### src/rtl/hazard_pkg.sv
// Shared types for the decode-stage hazard/forwarding control.
// Forward select encoding, sequencer states, scoreboard entry.
package hazard_pkg;

    localparam int XZR_IDX = 31;
    // Scoreboard rd field width; must be >= REG_AW of the top.
    localparam int SB_RD_W = 8;

    typedef enum logic [1:0] {
        FWD_REG   = 2'd0,
        FWD_ALU_E = 2'd1,
        FWD_MEM_M = 2'd2
    } fwd_sel_t;

    typedef enum logic {
        HZ_RUN      = 1'b0,
        HZ_LD_STALL = 1'b1
    } hz_state_t;

    typedef struct packed {
        logic               valid;
        logic [SB_RD_W-1:0] rd;
        logic               regwrite;
        logic               memread;
    } sb_entry_t;

    localparam sb_entry_t SB_BUBBLE = '0;

endpackage

### src/rtl/fwd_select.sv
// Per-operand forward select and load-use match for the ID stage.
// Ports: src_i/use_i (ID source), sb_e_i/sb_m_i (scoreboard), sel_o, load_hit_o.
module fwd_select #(
    parameter int REG_AW  = 5,
    parameter int XZR_IDX = hazard_pkg::XZR_IDX
) (
    input  logic [REG_AW-1:0]     src_i,
    input  logic                  use_i,
    input  hazard_pkg::sb_entry_t sb_e_i,
    input  hazard_pkg::sb_entry_t sb_m_i,
    output hazard_pkg::fwd_sel_t  sel_o,
    output logic                  load_hit_o
);
    import hazard_pkg::*;

    logic [SB_RD_W-1:0] src_w;
    logic               live;
    logic               e_match;
    logic               m_match;
    logic               unused_m;

    assign src_w = SB_RD_W'(src_i);
    // The zero register is never produced by anyone, so it never matches.
    assign live  = use_i && (src_w != SB_RD_W'(XZR_IDX));

    assign e_match = live && sb_e_i.valid && (sb_e_i.rd == src_w);
    assign m_match = live && sb_m_i.valid && (sb_m_i.rd == src_w);

    // A load in M is already forwardable, only E matters for load-use.
    assign unused_m = sb_m_i.memread;

    always_comb begin
        sel_o = FWD_REG;
        if (e_match && sb_e_i.regwrite) begin
            sel_o = FWD_ALU_E;
        end else if (m_match && sb_m_i.regwrite) begin
            sel_o = FWD_MEM_M;
        end
    end

    assign load_hit_o = e_match && sb_e_i.memread;

endmodule

### src/rtl/hazard_control_unit.sv
// Decode-stage hazard sequencer: EX/MEM scoreboard, forward selects,
// load-use stall, taken-branch squash and data-memory busy freeze.
// Ports: ID inputs (valid_d, Aa, Ab, use_*_d, RdD, RegWriteD, MemReadD,
//   BrTakenD), mem_busy; outputs ForwardA/B, StallF/D, FlushD/E.
// HAZARD_PERF_CNT_EN adds stall_cnt / flush_cnt counters.
module hazard_control_unit #(
    parameter int REG_AW  = 5,
    parameter int XZR_IDX = 31
`ifdef HAZARD_PERF_CNT_EN
    ,
    parameter int PERF_CNT_W = 32
`endif
) (
    input  logic              clk,
    input  logic              reset,
    input  logic              valid_d,
    input  logic [REG_AW-1:0] Aa,
    input  logic [REG_AW-1:0] Ab,
    input  logic              use_a_d,
    input  logic              use_b_d,
    input  logic [REG_AW-1:0] RdD,
    input  logic              RegWriteD,
    input  logic              MemReadD,
    input  logic              BrTakenD,
    input  logic              mem_busy,
    output logic [1:0]        ForwardA,
    output logic [1:0]        ForwardB,
    output logic              StallF,
    output logic              StallD,
    output logic              FlushD,
    output logic              FlushE
`ifdef HAZARD_PERF_CNT_EN
    ,
    output logic [PERF_CNT_W-1:0] stall_cnt,
    output logic [PERF_CNT_W-1:0] flush_cnt
`endif
);
    import hazard_pkg::*;

    sb_entry_t e_q, e_d, m_q;
    hz_state_t state_q, state_d;
    fwd_sel_t  fwd_a, fwd_b;
    logic      ld_a, ld_b;
    logic      hazard;
    logic      ld_stall;

    fwd_select #(.REG_AW(REG_AW), .XZR_IDX(XZR_IDX)) u_fwd_a (
        .src_i      (Aa),
        .use_i      (use_a_d),
        .sb_e_i     (e_q),
        .sb_m_i     (m_q),
        .sel_o      (fwd_a),
        .load_hit_o (ld_a)
    );

    fwd_select #(.REG_AW(REG_AW), .XZR_IDX(XZR_IDX)) u_fwd_b (
        .src_i      (Ab),
        .use_i      (use_b_d),
        .sb_e_i     (e_q),
        .sb_m_i     (m_q),
        .sel_o      (fwd_b),
        .load_hit_o (ld_b)
    );

    assign ForwardA = fwd_a;
    assign ForwardB = fwd_b;

    assign hazard   = valid_d && (ld_a || ld_b);
    assign ld_stall = hazard && (state_q == HZ_RUN);

    // Memory busy overrides everything: freeze, never squash.
    assign StallF = mem_busy || ld_stall;
    assign StallD = mem_busy || ld_stall;
    assign FlushE = ld_stall && !mem_busy;
    // A branch depending on a load resolves only after the bubble.
    assign FlushD = BrTakenD && valid_d && !hazard && !mem_busy;

    always_comb begin
        e_d = SB_BUBBLE;
        if (valid_d && !FlushE) begin
            e_d.valid    = 1'b1;
            e_d.rd       = SB_RD_W'(RdD);
            e_d.regwrite = RegWriteD;
            e_d.memread  = MemReadD;
        end
    end

    always_comb begin
        state_d = state_q;
        unique case (state_q)
            HZ_RUN:      if (ld_stall) state_d = HZ_LD_STALL;
            HZ_LD_STALL: state_d = HZ_RUN;
            default:     state_d = HZ_RUN;
        endcase
    end

    always_ff @(posedge clk or posedge reset) begin
        if (reset) begin
            e_q     <= SB_BUBBLE;
            m_q     <= SB_BUBBLE;
            state_q <= HZ_RUN;
        end else if (!mem_busy) begin
            e_q     <= e_d;
            m_q     <= e_q;
            state_q <= state_d;
        end
    end

`ifdef HAZARD_PERF_CNT_EN
    logic [PERF_CNT_W-1:0] stall_cnt_q, flush_cnt_q;

    always_ff @(posedge clk or posedge reset) begin
        if (reset) begin
            stall_cnt_q <= '0;
            flush_cnt_q <= '0;
        end else if (!mem_busy) begin
            if (ld_stall) stall_cnt_q <= stall_cnt_q + 1'b1;
            if (FlushD)   flush_cnt_q <= flush_cnt_q + 1'b1;
        end
    end

    assign stall_cnt = stall_cnt_q;
    assign flush_cnt = flush_cnt_q;
`endif

endmodule

### config.mk
export PLATFORM = sky130hd
export DESIGN_NAME = hazard_control_unit
export DESIGN_NICKNAME = d
export VERILOG_FILES = /design/src/rtl/hazard_pkg.sv /design/src/rtl/fwd_select.sv /design/src/rtl/hazard_control_unit.sv
export SDC_FILE = /design/constraint.sdc
export NUM_CORES = 1
export LEC_CHECK = 0
export CORE_MARGIN = 1
export CORE_UTILIZATION = 40
export CTS_BUF_LIST = sky130_fd_sc_hd__clkbuf_16
export DETAILED_ROUTE_END_ITERATION = 16
export PLACE_DENSITY = 0.71
export SLEW_MARGIN = 20
export SYNTH_ARGS = -nofsm -noshare
export SYNTH_HDL_FRONTEND = slang
export SYNTH_SLANG_ARGS = --single-unit
### constraint.sdc
create_clock -name clk -period 2.78 [get_ports clk]
set_clock_uncertainty 0.2 [all_clocks]
set_input_delay 0.834 -clock clk [delete_from_list [all_inputs] [get_ports clk]]
set_output_delay 0.834 -clock clk [all_outputs]
set_load 0.02 [all_outputs]
# After elaboration in Yosys (flattened, before gate mapping)

Index checks and enable logic that the tools add are counted.

Register bits: 22
Input bits: 24
Output and inout port bits: 8

Equal/unequal tests: 6
Multiplexer cells: 7
Bitwise operators: 1
Reductions and logical operators: 28

Operators by type and width:

| operator                                       | number |
|---|---|
| 8-bit by 5-bit equality test with 1-bit output | 4 |
| 1-bit logical AND                              | 23 |
| 11-bit 2-to-1 mux                              | 1 |
| 5-bit != test, second input constant           | 2 |
| 2-bit 2-to-1 mux                               | 4 |
| 1-bit logical NOT                              | 3 |
| 1-bit logical OR                               | 2 |
| 1-bit case mux with 2 select lines             | 1 |
| 1-bit 2-to-1 mux                               | 1 |
| 1-bit NOT                                      | 1 |

# Logic depth before layout (Yosys ltp)

Depth after elaboration: 12
Mapped depth: 7
Depth with buffers taken out: 5

# Hierarchy

Synthesis repeated with hierarchy kept, for this count alone.

Cell total of the unflattened synthesis: 101
Area total of the unflattened synthesis: 1,126.1 sq um

Modules (own cells, without submodules):

| module              | instances | cells each | area each (sq um) | seq. area each (sq um) |
|---|---|---|---|---|
| hazard_control_unit | 1         | 49         | 733.2             | 425.4 |
| fwd_select          | 2         | 26         | 196.4             | 0.0 |

# Worst setup path after synthesis

No wires, ideal clock.

Path kind: input to output
From: input port Ab[4]
To: output port StallF
Data arrival time: 2.115 ns
Data required time: 1.746 ns
Setup slack: -0.369 ns
Cell stages on the path: 7
Buffers on the path: 2
Cell sequence: xor2_1 nor4_1 nand4_1 a21oi_2 buf_6 a21o_1 buf_4

Longest elaborated chain between the ends: 9
Elaborated cells on any way between the ends: 10

RTL lines:

| item                  | line                      | text |
|---|---|---|
| start, declared       | hazard_control_unit.sv:18 | `input logic [REG_AW-1:0] Ab,` |
| 5-bit != test         | fwd_select.sv:24          | `assign live = use_i && (src_w != SB_RD_W'(XZR_IDX));` |
| 1-bit logical AND     | fwd_select.sv:24          |  |
| 1-bit logical AND     | fwd_select.sv:26          | `assign e_match = live && sb_e_i.valid && (sb_e_i.rd == src_w);` |
| 1-bit logical AND (*) | fwd_select.sv:26          |  |
| 1-bit logical AND (*) | fwd_select.sv:41          | `assign load_hit_o = e_match && sb_e_i.memread;` |
| 1-bit logical OR (*)  | hazard_control_unit.sv:68 | `assign hazard = valid_d && (ld_a \|\| ld_b);` |
| 1-bit logical AND (*) | hazard_control_unit.sv:68 |  |
| 1-bit logical AND (*) | hazard_control_unit.sv:69 | `assign ld_stall = hazard && (state_q == HZ_RUN);` |
| 1-bit logical OR (*)  | --                        |  |
| end, declared         | hazard_control_unit.sv:28 | `output logic StallF,` |

Every way passes the cells marked *; elsewhere a longest branch is shown, timed or not.

# Final worst setup path

From: input port Ab[2]
To: output port FlushE

Longest elaborated chain between the ends: 9
Elaborated cells on any way between the ends: 10

RTL lines:

| item                  | line                      | text |
|---|---|---|
| 5-bit != test         | fwd_select.sv:24          |  |
| 1-bit logical AND     | fwd_select.sv:24          |  |
| 1-bit logical AND     | fwd_select.sv:26          |  |
| 1-bit logical AND (*) | fwd_select.sv:26          |  |
| 1-bit logical AND (*) | fwd_select.sv:41          |  |
| 1-bit logical OR (*)  | hazard_control_unit.sv:68 |  |
| 1-bit logical AND (*) | hazard_control_unit.sv:68 |  |
| 1-bit logical AND (*) | hazard_control_unit.sv:69 |  |
| 1-bit logical AND (*) | hazard_control_unit.sv:74 | `assign FlushE = ld_stall && !mem_busy;` |
| end, declared         | hazard_control_unit.sv:31 | `output logic FlushE` |

Marked as above.

==> metrics.csv <==
metric,value,unit
Syn Inst Count,104,
grt total ovfl,0,
crit-path cells,buf_6 > xor2_2 > nor4_2 > nand4_1 > buf_4 > a21oi_4 > and2_4 > buf_6,
RR Startpoint,e_q[4],
DRC,0,
hold_buf cts,0,
count of cell types in the netlist,23,
worst r2r path cells,7,
H-tree level count,1,
most frequent CP cell,buf_6,
count of final setup violators,8,
sequential element share of the synthesized area,42.11,%
die width,50.76,um
worst hold path type,reg2reg,
drt first pass iters,4,
fillers,180,
status,"complete, but fails checks",
Max-slew headroom,59.14,%
slew at the pin closest to its max-slew limit,0.6122,ns
Reg-to-Reg End,e_q[6],
worst-path fanout max,3,
Total GRT Usage,25.06,%
RSZ-0062 raised after global routing,true,
DP HPWL,1965,um
share of layout cells above drive strength 1,43.04,%
first-pass GRT wire length,4692,um
WHS,0.3071,ns
Final Power,0.7112,mW
HP Start,e_q[1],
critical path class,in2out,
I/O Buffers,31,
final wirelength,2764,um
Mapped Area,950.9,um^2
Critical path buffers and inverters,3,
Worst setup SP type,input port,
DIE AREA,2576,um^2
CP required,1.75,ns
Final period util,118.9,%
Final WS setup,-0.5259,ns
largest net degree at the start of global routing,18,
Worst-path clk slew,0.05,ns
vias in the first global route,1067,
Num Clock Sinks,16,
initial core utilization,42.58,%
num rows,17,
Leak,0.7287,nW
P per Cell Area,445.8,nW/um^2
Final #Nets,184,
f_max,0.3025,GHz
Worst path max stage delay,0.33,ns
crit path time final,3.306,ns
CTS tree,built,
"FF+latch count, synth",16,
Die Y,50.76,um
Yosys warning count,0,
Max Cap Violations,0,
Hold Crit Endpoint,e_q[1],
via count,940,
"setup slack, reg-to-reg",0.58,ns
fin. max-slew vios,0,
peak supply drop,338.1,uV
failing checks,negative setup slack,
"non-filler cells, final",186,
placed cells,181,
critical path's slowest cell,nor4_2,
Core ar.,2233,um^2
Mean Syn Cell Area,9.143,um^2
Syn Nets,128,
DR iter-0 viols,12,
Vias/cell,5.054,
num ports,32,
Crit path arrival time,2.27,ns
CTS max path bufs,2,
CP top delay family,simple AND/OR/NAND/NOR gates,
post-route ant nets,0,
Clock Tree Root,clkbuf_16,
Clock Latency Late Sink,0.24,ns
number of cells on the worst hold path,2,
CP Capture Type,output pin,
ant diodes,0,
GPL Wtd Cong,0.8467,
Syn-to-layout area delta,67.76,%
number of antenna violations at the first check in global routing,0,
Fin. Hold Viols,0,
routed len/inst,14.86,um
number of buffers created by CTS,3,
-- logic make-up after synthesis --
family	synth area share [%]
XOR/XNOR	18.42
buffers and inverters	4.342
AND/OR/NAND/NOR	20.13
AO/OA/AOI/OAI	7.895
multiplexers	7.105
flip-flops	42.10
-- registers in the layout (all words and copies together), names as in the netlist --
signal and count:
e_q 8, state_q 1, m_q 7
-- Yosys cell counts, drive strengths merged --
library cell  number  area share (%)
a21o               1            0.79
a21oi              2             1.4
a22o               1            0.92
and2               1            0.66
and3               2             1.3
buf                2             2.0
clkbuf             3             1.2
dfrtp             16              42
inv                3             1.2
mux2               6             7.1
nand2             20             7.9
nand2b             1            0.66
nand3              4             2.1
nand4              4             2.6
nor2               4             1.6
nor2b              1            0.66
nor4               4             2.6
o21ai              9             4.7
xnor2              8             7.4
xor2              12              11
-- power breakdown --
part	internal (mW)	leakage [nW]	switching [mW]
Clock	0.189	0.0370	0.0858
Combinational	0.0912	0.484	0.0668
Sequential	0.254	0.208	0.0245
Total	0.534	0.729	0.177
-- cells in the final DEF (no fill, tap or decap), drive strengths merged --
| cell | n |
|---|---|
| and3 | 2 |
| o21ai | 9 |
| dlygate4sd2 | 3 |
| clkbuf | 4 |
| xnor2 | 8 |
| nand4 | 4 |
| mux2 | 6 |
| a22o | 1 |
| clkdlybuf4s50 | 11 |
| dfrtp | 16 |
| a21oi | 2 |
| nor2b | 1 |
| a21o | 1 |
| nand3 | 4 |
| xor2 | 12 |
| buf | 41 |
| inv | 3 |
| nand2 | 20 |
| and2 | 1 |
| nand2b | 1 |
| nor2 | 4 |
| nor4 | 4 |
-- through the flow --
step / setup TNS [ns] / setup WS [ns] / util, % / instance area [um^2]
2_1_floorplan: -0.8341 / -0.2172 / - / 968.4
3_3_place_gp: -8.811 / -1.177 / 64.99 / 1451
3_5_place_dp: -9.695 / -1.231 / 64.99 / 1451
4_1_cts: -2.318 / -0.4096 / 70.98 / 1585
5_1_grt: -3.240 / -0.5427 / 71.43 / 1595
6_report: -3.083 / -0.5259 / 71.43 / 1595
-- routing by layer --
layer	vias to the layer above	wire [um]	track usage [%]	share of wire [%]
li1	455	-	-	-
met4	0	54	12.50	2.0
met5	-	0	0	0
met3	8	97	3.030	3.5
met2	30	1467	45.33	53
met1	447	1144	28.71	41
-- tightest hold or removal path: stages (launching register included) --
cell     delay, ns
dfrtp_1       0.34
nand2_1       0.05
o21ai_0       0.07
-- layout make-up --
class / count / area, um^2 / area share (%)
Multi-Input combinational cell: 80 / 601.8 / 37.73
Timing Repair Buffer: 56 / 471.7 / 29.57
Sequential cell: 16 / 400.4 / 25.10
Clock buffer: 3 / 75.07 / 4.706
Tap cell: 28 / 35.03 / 2.196
Inverter: 3 / 11.26 / 0.7059
-- worst max path at each step --
stage	startpoint	end	slack, ns	cells after the start
2_1_floorplan	Aa[2]	StallF	-0.22	7
3_3_place_gp	Aa[2]	FlushE	-1.18	7
3_5_place_dp	Ab[4]	FlushE	-1.23	7
4_1_cts	Ab[2]	FlushE	-0.41	8
5_1_grt	Ab[2]	FlushE	-0.54	8
6_report	Ab[2]	FlushE	-0.53	8
-- timing repair --
item                                    in CTS  in global routing
pin swaps                                   11                  3
endpoints found under the setup margin       8                  8
gates resized for setup                     98                  7
setup buffers                                3                  0
No activity file was read; power rests on OpenSTA's default activity.
